`src/rtl/miriscv_mdu_pkg.sv`:
```
// MDU operation codes and the state encoding of the sequential multiplier.
package miriscv_mdu_pkg;

    localparam int MDU_OP_WIDTH = 3;

    localparam logic [MDU_OP_WIDTH-1:0] MDU_MUL    = 3'd0;
    localparam logic [MDU_OP_WIDTH-1:0] MDU_MULH   = 3'd1;
    localparam logic [MDU_OP_WIDTH-1:0] MDU_MULHSU = 3'd2;
    localparam logic [MDU_OP_WIDTH-1:0] MDU_MULHU  = 3'd3;
    localparam logic [MDU_OP_WIDTH-1:0] MDU_DIV    = 3'd4;
    localparam logic [MDU_OP_WIDTH-1:0] MDU_DIVU   = 3'd5;
    localparam logic [MDU_OP_WIDTH-1:0] MDU_REM    = 3'd6;
    localparam logic [MDU_OP_WIDTH-1:0] MDU_REMU   = 3'd7;

    typedef enum logic [2:0] {
        MUL_IDLE,
        MUL_FIRST,
        MUL_COMP,
        MUL_SIGN_CHANGE,
        MUL_FINISH
    } mul_state_t;

endpackage

```
`src/rtl/miriscv_pkg.sv`:
```
// Core-wide constants shared by the execution units.
package miriscv_pkg;

    localparam int XLEN = 32;

endpackage

```
`src/rtl/miriscv_mul.sv`:
```
// Sequential radix-2 shift-add multiplier for MUL/MULH/MULHSU/MULHU.
// Operands are multiplied as magnitudes and the 64-bit product is negated at the end when needed.
module miriscv_mul
    import miriscv_pkg::XLEN;
    import miriscv_mdu_pkg::*;
#(
    parameter bit EARLY_OUT = 1'b1
)
(
    input  logic                    clk_i,
    input  logic                    arstn_i,
    input  logic                    mul_start_i,
    input  logic [XLEN-1:0]         port_a_i,
    input  logic [XLEN-1:0]         port_b_i,
    input  logic [MDU_OP_WIDTH-1:0] mdu_op_i,
    input  logic                    kill_i,
    input  logic                    keep_i,
    output logic [XLEN-1:0]         mul_result_o,
    output logic                    mul_stall_req_o
);

    localparam int ITER_W = $clog2(XLEN);

    mul_state_t              state_reg;
    mul_state_t              state_next;
    logic [2*XLEN:0]         prod_reg;
    logic [XLEN-1:0]         mcand_reg;
    logic [MDU_OP_WIDTH-1:0] op_reg;
    logic                    sign_inv_reg;
    logic [ITER_W-1:0]       iter_reg;

    logic [MDU_OP_WIDTH-1:0] op_in;
    logic                    a_signed;
    logic                    b_signed;
    logic [XLEN-1:0]         mag_a;
    logic [XLEN-1:0]         mag_b;
    logic [XLEN:0]           sum;
    logic                    early_zero;

    // Anything that is not a multiply op is executed as MULHU.
    always_comb begin
        op_in = MDU_MULHU;
        if (mdu_op_i == MDU_MUL || mdu_op_i == MDU_MULH || mdu_op_i == MDU_MULHSU)
            op_in = mdu_op_i;
        a_signed = (op_in != MDU_MULHU);
        b_signed = (op_in == MDU_MUL) || (op_in == MDU_MULH);
        mag_a    = (a_signed && port_a_i[XLEN-1]) ? ~port_a_i + XLEN'(1) : port_a_i;
        mag_b    = (b_signed && port_b_i[XLEN-1]) ? ~port_b_i + XLEN'(1) : port_b_i;
    end

    // The adder is XLEN+1 bits wide so its carry shifts into the accumulator MSB.
    assign sum = prod_reg[0] ? {1'b0, prod_reg[2*XLEN-1:XLEN]} + {1'b0, mcand_reg}
                             : {1'b0, prod_reg[2*XLEN-1:XLEN]};

    assign early_zero = EARLY_OUT && ((mcand_reg == '0) || (prod_reg[XLEN-1:0] == '0));

    always_comb begin
        state_next = state_reg;
        case (state_reg)
            MUL_IDLE:        if (mul_start_i) state_next = MUL_FIRST;
            MUL_FIRST:       state_next = early_zero ? MUL_FINISH : MUL_COMP;
            MUL_COMP:        if (iter_reg == '0)
                                 state_next = sign_inv_reg ? MUL_SIGN_CHANGE : MUL_FINISH;
            MUL_SIGN_CHANGE: state_next = MUL_FINISH;
            MUL_FINISH:      if (!keep_i) state_next = MUL_IDLE;
            default:         state_next = MUL_IDLE;
        endcase
        if (kill_i)
            state_next = MUL_IDLE;
    end

    always_ff @(posedge clk_i or negedge arstn_i) begin
        if (!arstn_i)
            state_reg <= MUL_IDLE;
        else
            state_reg <= state_next;
    end

    // A kill only redirects the FSM; the datapath keeps whatever it holds.
    always_ff @(posedge clk_i or negedge arstn_i) begin
        if (!arstn_i) begin
            prod_reg     <= '0;
            mcand_reg    <= '0;
            op_reg       <= '0;
            sign_inv_reg <= 1'b0;
            iter_reg     <= '0;
        end else if (!kill_i) begin
            case (state_reg)
                MUL_IDLE: begin
                    if (mul_start_i) begin
                        op_reg       <= op_in;
                        mcand_reg    <= mag_a;
                        sign_inv_reg <= (port_a_i[XLEN-1] & a_signed) ^ (port_b_i[XLEN-1] & b_signed);
                        prod_reg     <= {{(XLEN+1){1'b0}}, mag_b};
                    end
                end
                MUL_FIRST: begin
                    iter_reg <= ITER_W'(XLEN-1);
                    if (early_zero) begin
                        prod_reg     <= '0;
                        sign_inv_reg <= 1'b0;
                    end else begin
                        prod_reg <= {{(XLEN+1){1'b0}}, prod_reg[XLEN-1:0]};
                    end
                end
                MUL_COMP: begin
                    prod_reg <= {1'b0, sum, prod_reg[XLEN-1:1]};
                    iter_reg <= iter_reg - ITER_W'(1);
                end
                MUL_SIGN_CHANGE: begin
                    prod_reg <= {prod_reg[2*XLEN], ~prod_reg[2*XLEN-1:0] + (2*XLEN)'(1)};
                end
                default: ;
            endcase
        end
    end

    assign mul_result_o    = (op_reg == MDU_MUL) ? prod_reg[XLEN-1:0] : prod_reg[2*XLEN-1:XLEN];
    assign mul_stall_req_o = mul_start_i && (state_reg != MUL_FINISH);

endmodule

```
`config.mk`:
```
export PLATFORM = sky130hd
export DESIGN_NAME = miriscv_mul
export DESIGN_NICKNAME = d
export VERILOG_FILES = /design/src/rtl/miriscv_mdu_pkg.sv /design/src/rtl/miriscv_pkg.sv /design/src/rtl/miriscv_mul.sv
export SDC_FILE = /design/constraint.sdc
export NUM_CORES = 1
export LEC_CHECK = 0
export ABC_AREA = 1
export CORE_MARGIN = 3
export CORE_UTILIZATION = 60
export CTS_CLUSTER_DIAMETER = 100
export CTS_CLUSTER_SIZE = 24
export DETAILED_ROUTE_END_ITERATION = 8
export PLACE_DENSITY = 0.91
export SLEW_MARGIN = 40
export SYNTH_ARGS = -nofsm -noshare
export SYNTH_HDL_FRONTEND = slang
export SYNTH_SLANG_ARGS = --single-unit
export TNS_END_PERCENT = 100
```
`constraint.sdc`:
```
create_clock -name clk_i -period 2.7 [get_ports clk_i]
set_input_delay 0.405 -clock clk_i [delete_from_list [all_inputs] [get_ports clk_i]]
set_output_delay 0.405 -clock clk_i [all_outputs]
set_load 0.02 [all_outputs]
```
Word-level counts from Yosys, hierarchy flattened
Cells that the tools add are included.
{ "totals": {"in_bits": 72, "mem_bits_rw": 0, "output_inout_bits": 33, "mem_count": 0, "rom_bits": 0, "latchBits": 0, "regBits": 108, "elab_cells": 75} }
{ "op_classes": {"mux": 19, "n_div": 0, "n_lt_le_gt_ge": 0, "n_addsub": 5, "n_mul": 0, "eq_ne": 14, "n_reduce_logical": 23, "n_bitwise": 7, "shifts": 0} }
{ "op_table": {"columns": ["cell", "n"], "rows": [
  ["one-hot mux 64 bit (4 select lines)", 1],
  ["two-way mux 32 bit", 4],
  ["adder 32 x 1 -> 32 bit (second input constant)", 2],
  ["adder 64 x 1 -> 64 bit (second input constant)", 1],
  ["zero test 32 bit", 2],
  ["two-way mux 64 bit", 1],
  ["NOT 32 bit", 2],
  ["NOT 64 bit", 1],
  ["adder 32 x 32 -> 33 bit", 1],
  ["two-way mux 33 bit", 1],
  ["two-way mux 3 bit", 7],
  ["one-hot mux 3 bit (5 select lines)", 1],
  ["zero test 3 bit", 4],
  ["inequality test 3 bit (second input constant)", 4],
  ["one-hot mux 5 bit (2 select lines)", 1],
  ["== test 3 x 1 -> 1 bit (second input constant)", 3],
  ["== test 3 x 2 -> 1 bit (second input constant)", 3],
  ["AND reduction 3 bit", 3],
  ["AND reduction 4 bit", 2],
  ["zero test 5 bit", 1],
  ["subtractor 5 x 1 -> 5 bit (second input constant)", 1],
  ["logical OR 1 bit", 4],
  ["inequality test 2 bit (second input constant)", 2],
  ["nonzero test 2 bit", 2],
  ["other kinds (10)", 14]
]} }

Longest topological paths before layout
{ "logic_depth": {"word_depth": 10, "mapped_depth": 17, "mapped_depth_nobuf": 15} }

Worst setup path before layout
No wires, ideal clock.
{ "synth_path": {"path_kind": "reg2reg", "start": "reg prod_reg[0]", "end": "reg prod_reg[30]", "setup_time_ns": 0.124, "path_stages_with_launch": 17, "t_arrival_ns": 2.341, "required_ns": 2.576, "path_slack_ns": 0.235, "period_less_slack_ns": 2.465, "n_path_buf": 3, "cell_sequence": "dfrtp_1 > inv_2 > clkbuf_1 > clkbuf_1 > ha_1 > nand2_4 > nor2_8 > nand3_4 > inv_2 > nand2_2 > clkinv_2 > nand3_2 > nand3_2 > nand2_4 > buf_2 > nor2_1 > a21oi_2"} }
{ "synth_between": {"elab_chain_cells": 4, "elab_cells_between_ends": 7, "classes_between": "add/sub (1); eq/ne (1); mux (1); bitwise (1); reduce/logical (3)"} }
{ "synth_lines": {"columns": ["element", "line_no", "source"], "rows": [
  ["start, declared", "miriscv_mul.sv:26", "logic [2*XLEN:0] prod_reg;"],
  ["start signal, assigned", "miriscv_mul.sv:94", "prod_reg <= {{(XLEN+1){1'b0}}, mag_b};"],
  ["start signal, assigned", "miriscv_mul.sv:103", "prod_reg <= {{(XLEN+1){1'b0}}, prod_reg[XLEN-1:0]};"],
  ["start signal, assigned", "miriscv_mul.sv:107", "prod_reg <= {1'b0, sum, prod_reg[XLEN-1:1]};"],
  ["branches (longest 4 deep; another with adder 64 x 1 -> 64 bit)", null, null]
]} }
Several ways; the timed one is not identified.
A chain may end at the register's enable or synchronous reset.

Worst setup path after layout
{ "layout_path": {"start": "reg op_reg[0]", "end": "out mul_result_o[13]"} }
{ "layout_between": {"elab_chain_cells": 2} }
{ "layout_lines": {"columns": ["element", "line_no", "source"], "rows": [
  ["start, declared", "miriscv_mul.sv:28", "logic [MDU_OP_WIDTH-1:0] op_reg;"],
  ["start signal, assigned", "miriscv_mul.sv:91", "op_reg <= op_in;"],
  ["zero test 3 bit", "miriscv_mul.sv:118", "assign mul_result_o = (op_reg == MDU_MUL) ? prod_reg[XLEN-1:0] : prod_reg[2*XLEN-1:XLEN];"],
  ["two-way mux 32 bit", "miriscv_mul.sv:118", null],
  ["end, declared", "miriscv_mul.sv:18", "output logic [XLEN-1:0] mul_result_o,"]
]} }
No other way between the ends.

==> reports/metrics.csv <==
stage,metric,value,unit
global_route,vias in the first global route,12600,
timing,worst hold slack,465,ps
cts,CTS tree,yes,
drt,Initial DRC Count,2169,
pwr,P_leak,6.94,nW
finish,area growth from synthesis to layout,15.5,%
pwr,pwr dens,1020,nW/µm²
global_route,largest net degree at the start of global routing,60,
finish,layout cells sized above 1,5.28,%
drt,drt total wl,43.0,mm
placement,GP Congestion,1.07,
global_route,first-pass GRT wire length,66.5,mm
synthesis,Synth Instances,2073,
timing,final setup skew,15.0,ps
cts,# clock sinks,108,
placement,area of placed instances,13200,µm²
critical_path,Crit Reg-Reg Startpoint,prod_reg[0]$_DFFE_PN0P_,
critical_path,reg2reg end,prod_reg[34]$_DFFE_PN0P_,
critical_path,Crit path arrival time,2220,ps
drt,WL per Instance,17.6,µm
cts,Post-CTS Setup Inserts,0,
synthesis,Yosys warning total,0,
placement,dpl hpwl,33.9,mm
cts,clock buffer depth,2,
drt,DRC violations left,1,
synthesis,Synth cell types,49,
critical_path,Critical Path RT,2300,ps
timing,Setup Viol. Count Final,0,
timing,final period utilization,97.4,%
timing,"Hold Vio Cnt, Final",0,
timing,Final min period,2630,ps
pwr,VDD IR max,0.913,mV
drt,Routed Antenna Nets,0,
timing,measured slew at the worst slew-check pin,697,ps
finish,"Design Area, Final",13600,µm²
finish,"most common cell after layout, fill and taps aside",nand2_1,
drt,vias per inst,5.92,
timing,Slew HR,53.5,%
flow_run,max cap viols,0,
finish,final net count,2284,
synthesis,Avg Inst Size Synth,5.68,µm²
finish,post-route insts no fill,2439,
finish,Inserted Diodes,0,
drt,First-pass DRT Iterations,9,
critical_path,Worst Setup EP,mul_result_o[13],
critical_path,crit end category,output port,
outcome,status,"finished, violations left",
die,Die Span X,146,µm
worst_hold_path,hold crit path type,primary input to async pin,
cts,"Clk Latency, worst-skew pair",380,ps
critical_path,CP startpoint kind,flop,
global_route,global route overflow,0,
synthesis,"FF+latch count, synth",108,
drt,vias,14400,
critical_path,critical path startpoint,op_reg[0]$_DFFE_PN0P_,
die,Initial Util,62.0,%
die,# IOs,105,
critical_path,Crit Path Max Fanout,14,
synthesis,"Seq/Total Area, Yosys",22.9,%
finish,max FFs per register,64,
synthesis,main flop type after synthesis,dfrtp_1,
die,die footprint,21400,µm²
critical_path,critical setup path kind,flop to output port,
critical_path,worst reg-to-reg setup slack,190,ps
die,Die Span Y,146,µm
cts,clock root cell,clkbuf_16,
global_route,initial antenna violation count,0,
cts,CTS Buf Count,9,
placement,count of buffers from port buffering,104,
cts,clock-pin slew on the worst setup and hold paths,80,ps
timing,Final TNS setup,0,ps
timing,RSZ-0062 raised after global routing,no,
synthesis,"Net Count, Synth",2183,
die,core area,19000,µm²
synthesis,async set-or-reset flop fraction in the synthesized netlist,100,%
synthesis,synthesized area,11800,µm²
critical_path,reg2reg path depth,11,
finish,"commonest cells after routing, fill and taps aside","701 x nand2_1, 253 x inv_1, 230 x nor2_1, 196 x nand3_1, 141 x o21ai_0",
timing,final slew viol count,0,
outcome,failing checks,design-rule violations,
placement,DP Cell Count,2421,
timing,f_max,380,MHz
global_route,GRT Resource Usage Total,38.4,%
die,FP Rows,50,
cts,number of H-tree levels,3,
synthesis,"EDFF count, synth",0,
-- cells in the mapped netlist (2+ instances only) --
| cell | number | area share, % |
|---|---|---|
| nor2_4 | 5 | 0.48 |
| nand3_2 | 3 | 0.25 |
| a21oi_1 | 91 | 3.9 |
| nand4_1 | 35 | 1.9 |
| nor3_2 | 3 | 0.25 |
| buf_1 | 3 | 0.096 |
| a21oi_2 | 6 | 0.45 |
| nand3b_1 | 4 | 0.25 |
| nand3_1 | 196 | 8.3 |
| or2_2 | 8 | 0.42 |
| nand2_4 | 2 | 0.19 |
| nand2_2 | 3 | 0.16 |
| o21bai_1 | 3 | 0.19 |
| buf_2 | 12 | 0.51 |
| inv_2 | 15 | 0.48 |
| nor4_1 | 15 | 0.80 |
| buf_4 | 2 | 0.13 |
| nor2_1 | 232 | 7.4 |
| clkbuf_1 | 37 | 1.2 |
| a22oi_1 | 3 | 0.19 |
| o31ai_1 | 4 | 0.25 |
| xor2_1 | 48 | 3.6 |
| dfrtp_1 | 108 | 23 |
| o21ai_0 | 141 | 6.0 |
| o21ai_1 | 37 | 1.6 |
| o211ai_1 | 7 | 0.45 |
| inv_1 | 253 | 8.1 |
| nand2_1 | 702 | 22 |
| ha_1 | 37 | 3.9 |
| xnor2_1 | 6 | 0.45 |
| nor3_1 | 27 | 1.1 |
| o22ai_1 | 2 | 0.11 |
| nor2_2 | 7 | 0.37 |
-- cell families after synthesis --
group | count (synthesis) | synth area share [%]
AO/OA/AOI/OAI | 299 | 13.4
AND/OR/NAND/NOR | 1249 | 44.9
buffers and inverters | 325 | 10.6
XOR/XNOR | 54 | 4.01
flip-flops | 108 | 22.9
adder cells (fa/ha/maj) | 38 | 4.10
-- per-stage QoR --
step	setup WS [ps]	power (mW)	utilization, %
2_1_floorplan	235	9.01	-
6_report	70.7	13.9	71.6
5_1_grt	34.4	14.9	71.6
4_1_cts	3.67	13.5	71.3
3_3_place_gp	219	11.9	69.6
3_5_place_dp	177	12.1	69.6
-- power breakdown --
group          internal, mW  switching [mW]
logic                  2.99            6.29
registers              2.28           0.922
clock network         0.741           0.703
total                  6.01            7.92
-- layer usage --
| metal | GRT usage, % | vias up | wire length (µm) | part of all wire, % |
|---|---|---|---|---|
| li1 | - | 6870 | - | - |
| met1 | 56.2 | 6538 | 17800 | 42 |
| met2 | 58.8 | 930 | 18600 | 43 |
| met3 | 8.81 | 92 | 5680 | 13 |
| met4 | 7.06 | 0 | 885 | 2.1 |
| met5 | 0 | - | 0 | 0 |
-- critical path: stages (launching register included) --
cell and delay, ps:
dfrtp_1 370, inv_1 220, nand2_2 300, o21ai_0 310, clkdlybuf4s50_1 660
-- repair_timing --
action                                 in CTS  in global routing
resized for setup                           1                 13
endpoints found under the hold margin      19                  0
gates cloned                                0                  1
setup endpoints to repair                  10                 17
pin swaps                                   0                  1
hold buffers                                1                  0
-- cell type report --
class,count,area [µm²]
multi-input combinational,1641,7860
fill,1782,5410
sequential,108,2700
timing repair buffer,144,1390
inverter,270,1020
tap,260,325
clock buffer,10,229
clock inverter,6,82.6
-- worst min-delay path by stage --
stage                 start                 endpoint  slack (ps)  cells after the start
finish              arstn_i  iter_reg[4]$_DFFE_PN0P_         470                      2
global route        arstn_i  iter_reg[4]$_DFFE_PN0P_         490                      2
floorplan           arstn_i  iter_reg[0]$_DFFE_PN0P_         110                      0
global placement    arstn_i  iter_reg[1]$_DFFE_PN0P_         310                      1
detailed placement  arstn_i  iter_reg[4]$_DFFE_PN0P_         320                      1
CTS                 arstn_i  iter_reg[4]$_DFFE_PN0P_         470                      2
No activity file was read; power rests on OpenSTA's default activity.
